`config.mk`:
```
export PLATFORM = sky130hd
export DESIGN_NAME = bin_to_bcd_serial
export DESIGN_NICKNAME = d
export VERILOG_FILES = /design/src/rtl/bcd_pkg.sv /design/src/rtl/bcd_dabble_digit.sv /design/src/rtl/bin_to_bcd_serial.sv
export SDC_FILE = /design/constraint.sdc
export NUM_CORES = 1
export LEC_CHECK = 0
export ABC_CLOCK_PERIOD_IN_PS = 1500
export BUFFER_PORTS_ARGS = -buffer_cell sky130_fd_sc_hd__buf_4
export CELL_PAD_IN_SITES_DETAIL_PLACEMENT = 1
export CELL_PAD_IN_SITES_GLOBAL_PLACEMENT = 2
export CORE_MARGIN = 2
export CORE_UTILIZATION = 32
export DETAILED_ROUTE_END_ITERATION = 16
export MAX_ROUTING_LAYER = met4
export PLACE_DENSITY_LB_ADDON = 0.1
export SYNTH_ARGS = -nofsm -noshare
export SYNTH_HDL_FRONTEND = slang
export SYNTH_SLANG_ARGS = --single-unit
export TNS_END_PERCENT = 20
```
`constraint.sdc`:
```
create_clock -name clk_i -period 1.5 [get_ports clk_i]
set_input_delay 0.225 -clock clk_i [delete_from_list [all_inputs] [get_ports clk_i]]
set_output_delay 0.225 -clock clk_i [all_outputs]
set_load 0.02 [all_outputs]
```
`src/rtl/bcd_pkg.sv`:
```
// Shared definitions for the serial binary-to-BCD converter.
//   state_e      : converter FSM states (IDLE, SHIFT)
//   BCD_DIGIT_W  : width of one BCD digit
//   cnt_w()      : width of the bit counter for a given binary input width
package bcd_pkg;

  typedef enum logic [0:0] {
    IDLE  = 1'b0,
    SHIFT = 1'b1
  } state_e;

  localparam int BCD_DIGIT_W = 4;

  // The counter must hold BIN_W itself, not just BIN_W-1.
  function automatic int cnt_w(input int bin_w);
    return $clog2(bin_w + 1);
  endfunction

endpackage

```
`src/rtl/bcd_dabble_digit.sv`:
```
// Combinational add-3 correction for one BCD digit of the double-dabble
// algorithm: a digit of 5 or more gets +3 so that the following left shift
// carries correctly into the next decimal digit.
//   digit_i : current 4-bit digit
//   digit_o : corrected digit (no carry out; 5..9 map to 8..12)
module bcd_dabble_digit
  import bcd_pkg::*;
(
  input  logic [BCD_DIGIT_W-1:0] digit_i,
  output logic [BCD_DIGIT_W-1:0] digit_o
);

  assign digit_o = (digit_i >= 4'd5) ? (digit_i + 4'd3) : digit_i;

endmodule

```
`src/rtl/bin_to_bcd_serial.sv`:
```
// Serial binary-to-BCD converter (shift-and-add-3), one input bit per clock.
// A start accepted while idle samples bin_i; BIN_W cycles later valid_o
// pulses with the registered result.
//   clk_i      : clock, rising edge
//   rst_ni     : asynchronous active-low reset
//   start_i    : conversion request, accepted only while ready_o=1
//   bin_i      : binary value, sampled on the accepting edge
//   ready_o    : converter idle
//   valid_o    : one-cycle pulse, outputs updated this cycle
//   bcd_o      : result, digit i at [4i+3:4i], digit 0 = ones
//   blank_o    : bit i set when digit i is a suppressible leading zero
//   overflow_o : input exceeded 10^DIGITS-1 (bcd_o holds bin mod 10^DIGITS)
module bin_to_bcd_serial
  import bcd_pkg::*;
#(
  parameter int BIN_W  = 8,
  parameter int DIGITS = 3
) (
  input  logic                          clk_i,
  input  logic                          rst_ni,
  input  logic                          start_i,
  input  logic [BIN_W-1:0]              bin_i,
  output logic                          ready_o,
  output logic                          valid_o,
  output logic [BCD_DIGIT_W*DIGITS-1:0] bcd_o,
  output logic [DIGITS-1:0]             blank_o,
  output logic                          overflow_o
);

  localparam int CNT_W = cnt_w(BIN_W);
  localparam int ACC_W = BCD_DIGIT_W * DIGITS;
  localparam logic [DIGITS-1:0] BLANK_RST = {DIGITS{1'b1}} ^ DIGITS'(1);

  state_e             state_q, state_d;
  logic [CNT_W-1:0]   cnt_q, cnt_d;
  logic [BIN_W-1:0]   sr_q, sr_d;
  logic [ACC_W-1:0]   acc_q, acc_d;
  logic               ovf_q, ovf_d;
  logic [ACC_W-1:0]   bcd_q, bcd_d;
  logic [DIGITS-1:0]  blank_q, blank_d;
  logic               oflow_q, oflow_d;
  logic               valid_q, valid_d;

  logic [ACC_W-1:0]   acc_corr;
  logic [ACC_W-1:0]   acc_shift;
  logic               ovf_next;

  // Leading-zero mask: digit i blanks when it and every digit above it is
  // zero. Digit 0 never blanks so a zero result still shows one "0".
  function automatic logic [DIGITS-1:0] blank_of(input logic [ACC_W-1:0] d);
    logic [DIGITS-1:0] b;
    logic              any_nz;
    b      = '0;
    any_nz = 1'b0;
    for (int i = DIGITS - 1; i >= 1; i--) begin
      any_nz = any_nz | (|d[BCD_DIGIT_W*i +: BCD_DIGIT_W]);
      b[i]   = ~any_nz;
    end
    return b;
  endfunction

  for (genvar g = 0; g < DIGITS; g++) begin : g_digit
    bcd_dabble_digit u_digit (
      .digit_i (acc_q[BCD_DIGIT_W*g +: BCD_DIGIT_W]),
      .digit_o (acc_corr[BCD_DIGIT_W*g +: BCD_DIGIT_W])
    );
  end

  // Corrected digits shift left as one word with the binary MSB entering
  // digit 0; a set MSB of the corrected top digit is a decimal carry that
  // falls off the end, i.e. the value no longer fits in DIGITS digits.
  assign acc_shift = {acc_corr[ACC_W-2:0], sr_q[BIN_W-1]};
  assign ovf_next  = ovf_q | acc_corr[ACC_W-1];

  always_comb begin
    state_d = state_q;
    cnt_d   = cnt_q;
    sr_d    = sr_q;
    acc_d   = acc_q;
    ovf_d   = ovf_q;
    bcd_d   = bcd_q;
    blank_d = blank_q;
    oflow_d = oflow_q;
    valid_d = 1'b0;
    case (state_q)
      IDLE: begin
        if (start_i) begin
          sr_d    = bin_i;
          acc_d   = '0;
          ovf_d   = 1'b0;
          cnt_d   = CNT_W'(BIN_W);
          state_d = SHIFT;
        end
      end
      SHIFT: begin
        acc_d = acc_shift;
        sr_d  = {sr_q[BIN_W-2:0], 1'b0};
        ovf_d = ovf_next;
        cnt_d = cnt_q - CNT_W'(1);
        if (cnt_q == CNT_W'(1)) begin
          bcd_d   = acc_shift;
          blank_d = blank_of(acc_shift);
          oflow_d = ovf_next;
          valid_d = 1'b1;
          state_d = IDLE;
        end
      end
      default: state_d = IDLE;
    endcase
  end

  always_ff @(posedge clk_i or negedge rst_ni) begin
    if (!rst_ni) begin
      state_q <= IDLE;
      cnt_q   <= '0;
      sr_q    <= '0;
      acc_q   <= '0;
      ovf_q   <= 1'b0;
      bcd_q   <= '0;
      blank_q <= BLANK_RST;
      oflow_q <= 1'b0;
      valid_q <= 1'b0;
    end else begin
      state_q <= state_d;
      cnt_q   <= cnt_d;
      sr_q    <= sr_d;
      acc_q   <= acc_d;
      ovf_q   <= ovf_d;
      bcd_q   <= bcd_d;
      blank_q <= blank_d;
      oflow_q <= oflow_d;
      valid_q <= valid_d;
    end
  end

  assign ready_o    = (state_q == IDLE);
  assign valid_o    = valid_q;
  assign bcd_o      = bcd_q;
  assign blank_o    = blank_q;
  assign overflow_o = oflow_q;

endmodule
```
==> results.toml <==
[placed_design]
buffers_on_ports = 27
place.detailed.hpwl_um = 3850
gp_routability_congestion = 0.776
place_worst_setup_slack_ns = -0.207

[flow_run]
cap_violations = 0

[yosys]
synth_seq_cells = 42
net_count_synth = 224
avgSynthCellArea_um2 = 10.0
synth_async_sr_flop_share_pct = 100
synth-edff-count = 0
count_of_yosys_warnings_during_synthesis = 0
synth_largest_type_area_fraction_pct = 48.6
netlist_top_cells_area = "sky130_fd_sc_hd__dfrtp_1 (49%), sky130_fd_sc_hd__nand2_1 (6.6%), sky130_fd_sc_hd__mux2i_1 (5.8%), sky130_fd_sc_hd__o21ai_0 (5.3%), sky130_fd_sc_hd__ha_1 (4.9%)"
synth-seq-area-share_pct = 51.2
syn-cell-area_um2 = 2060
post_synth_num_cell_types = 37
syn-instance-count = 205
dominantRegCellSynth = "sky130_fd_sc_hd__dfrtp_1"
synth_top_cell_by_area = "sky130_fd_sc_hd__dfrtp_1"

[drt]
via_cell_ratio = 4.93
ant_nets = 0
drt-pass1-iter-count = 4
via_count = 1650
initialDrtViolationCount = 62
detail_route.drc_violations = 0
avgRoutedWirePerCell_um = 16.0
aggregate_routed_wire_length_um = 5370

[sta]
post-route-min-period_ns = 1.58
unrepaired_setup_endpoints_after_global_routing = "yes"
timing.slew.headroom_pct = 62.7
slew_viol_final = 0
fin_skew_ns = 0.0132
worst_margin_pin_slew_ns = 0.559
achievable_clock_frequency_mhz = 632
setup_slack_ns = -0.0818
timing.final.hold_violations = 0
final_min_period_over_clock_period_pct = 105
setup_violations = 6

[hold_path]
timing.hold.worst.start = "bin_i[0]"
hold_path.class = "in -> reg"
holdPathEnd = "sr_q[0]$_DFFE_PN0P_"
min_delay_path_depth = 3

[power]
total_switching_power_mw = 2.70
seq_pwr_share_pct = 31.8
p_sw_share_pct = 41.4
static-leakage-power_nw = 1.30
comb_power_share_pct = 57.1
peakVddDrop_mv = 0.808
clock_power_share_pct = 11.1
cell_internal_pwr_mw = 3.83
cellPowerDensity_nw_per_um2 = 2360
finalPower_mw = 6.53

[clocking]
insertion_delay_ns = 0.30
ctsRootBufferMaster = "sky130_fd_sc_hd__clkbuf_8"
cts_htree_levels = 2
cts_inserted_buffers = 5
clock_sink_total = 42
cts_tree = "done"
clockBufferDepth = 2
clk_transition_reported_paths_ns = 0.09

[global_route]
number_of_antenna_violations_at_the_first_check_in_global_routing = 0
overflow = 0
track_usage_pct = 16.8
grt_first_pass_wirelength_um = 9090
grt_start_max_net_pins = 43
grt_pass1_vias = 1791

[floorplanning]
die_w_um = 84.2
design.die.area_um2 = 7090
fp.dieH_um = 84.2
boundaryPins = 29
floorplan.initialDensity_pct = 32.8
core-area_um2 = 6280
fp-row-count = 29

[setup_path]
r2r_end = "blank_o[1]$_DFFE_PN1P_"
critical_path_peak_fanout = 4
worstRegToRegCells = 5
timing.critical_path.to_type = "flip-flop"
regToRegSetupSlack_ns = -0.08
reg2reg_from = "acc_q[4]$_DFFE_PN0P_"
worst-endpoint-arrival_ns = 1.79
crit_path_start_kind = "flip-flop"
worst_setup_path_startpoint = "acc_q[4]$_DFFE_PN0P_"
critical_path_required_ns = 1.71
critical_path_class = "reg -> reg"

[finish]
diodes = 0
final_net_count = 276
synthToLayoutAreaGrowth_pct = 34.3
layout_commonest_cell = "sky130_fd_sc_hd__buf_4"
layout_common_cells = "sky130_fd_sc_hd__buf_4 (53), sky130_fd_sc_hd__dfrtp_1 (40), sky130_fd_sc_hd__nand2_1 (36)"
post_route_cells_drive_above_1_share_pct = 36.8

[status]
status = "finished with violations"
violations = "negative setup slack"
==> through the flow <==
stage / cells / setup TNS (ns) / hold WS, ns / utilization, % / instance area (um^2)
after global placement: 321 / -0.0734 / 0.246 / 39.5 / 2480
after CTS: 334 / -0.244 / 0.172 / 43.1 / 2700
after detailed placement: 321 / -0.772 / 0.258 / 39.5 / 2480
after floorplan: 205 / 0 / -0.0706 / - / 2070
after global routing: 335 / -1.12 / 0.195 / 44.0 / 2760
final: 335 / -0.125 / 0.177 / 44.0 / 2760
==> cell usage after synthesis (all sizes together), types with 2 or more instances <==
cell type / instances
mux2i: 12
nor3b: 5
nand2: 36
o21ai: 22
xnor2: 3
inv: 11
and2: 2
nand2b: 3
a21o: 2
and3: 2
buf: 6
clkbuf: 4
o22ai: 8
ha: 8
dfrtp: 40
a21oi: 11
nor2: 9
nand3b: 2
dfstp: 2
mux2: 3
==> critical path, stage by stage, from the launching register on <==
cell and delay (ns):
sky130_fd_sc_hd__dfrtp_1 0.44, sky130_fd_sc_hd__ha_2 0.20, sky130_fd_sc_hd__nand2b_4 0.15, sky130_fd_sc_hd__nor3b_1 0.15, sky130_fd_sc_hd__nand4b_4 0.18, sky130_fd_sc_hd__o41ai_2 0.36
==> area by class of cell <==
type	count	area, um^2
tap	77	96.3
fill	716	3510
timing repair buffer	55	419
sequential	42	1050
inverter	12	50.0
multi-input combinational	141	1060
clock buffer	8	80.1
==> what timing repair did <==
action,in CTS,in global routing
hold endpoints to repair,40,0
pin swaps,7,4
gates resized for setup,25,12
endpoints found under the setup margin,16,19
setup buffers,4,1
hold buffers,1,0
==> state kept, by name, summed over array words and instances, names as in the netlist <==
register and cells:
cnt_q 4, acc_q 12, bcd_o 12, overflow_o 1, sr_q 8, ovf_q 1, blank_o 2, valid_o 1
state_q 1
==> power groups by stage <==
stage / combinational, mW / sequential, mW / clock (mW)
2_1_floorplan: 1.71 / 2.20 / 0
3_3_place_gp: 2.96 / 2.00 / 0
3_5_place_dp: 3.13 / 2.05 / 0
4_1_cts: 3.54 / 2.06 / 0.752
5_1_grt: 4.08 / 2.16 / 0.813
6_report: 3.73 / 2.08 / 0.723
==> cells by family (layout without fill, tap and decap cells) <==
family | count (synthesis) | after routing | share of synthesized area (%)
adder cells (fa/ha/maj) | 8 | 8 | 4.86
flip-flops | 42 | 42 | 51.2
AO/OA/AOI/OAI | 50 | 50 | 14.6
multiplexers | 15 | 15 | 7.48
other | 1 | 1 | 0.182
AND/OR/NAND/NOR | 64 | 64 | 15.4
buffers and inverters | 22 | 75 | 4.98
XOR/XNOR | 3 | 3 | 1.28
==> worst max-delay path by stage <==
stage               cells after the start                     end  slack [ns]
global route                            6  blank_o[1]$_DFFE_PN1P_       -0.15
CTS                                     5  blank_o[1]$_DFFE_PN1P_       -0.08
floorplan                               6  blank_o[1]$_DFFE_PN1P_       0.004
global placement                        6  blank_o[1]$_DFFE_PN1P_       -0.06
finish                                  5  blank_o[1]$_DFFE_PN1P_       -0.08
detailed placement                      6  blank_o[1]$_DFFE_PN1P_       -0.21
==> per-layer routing <==
metal  track usage, %  share of wire, %
met4             4.55               1.2
met5                -                 0
met1             20.4                46
met3             3.54               2.9
met2             28.3                50
Power figures use the tool's default switching activity.
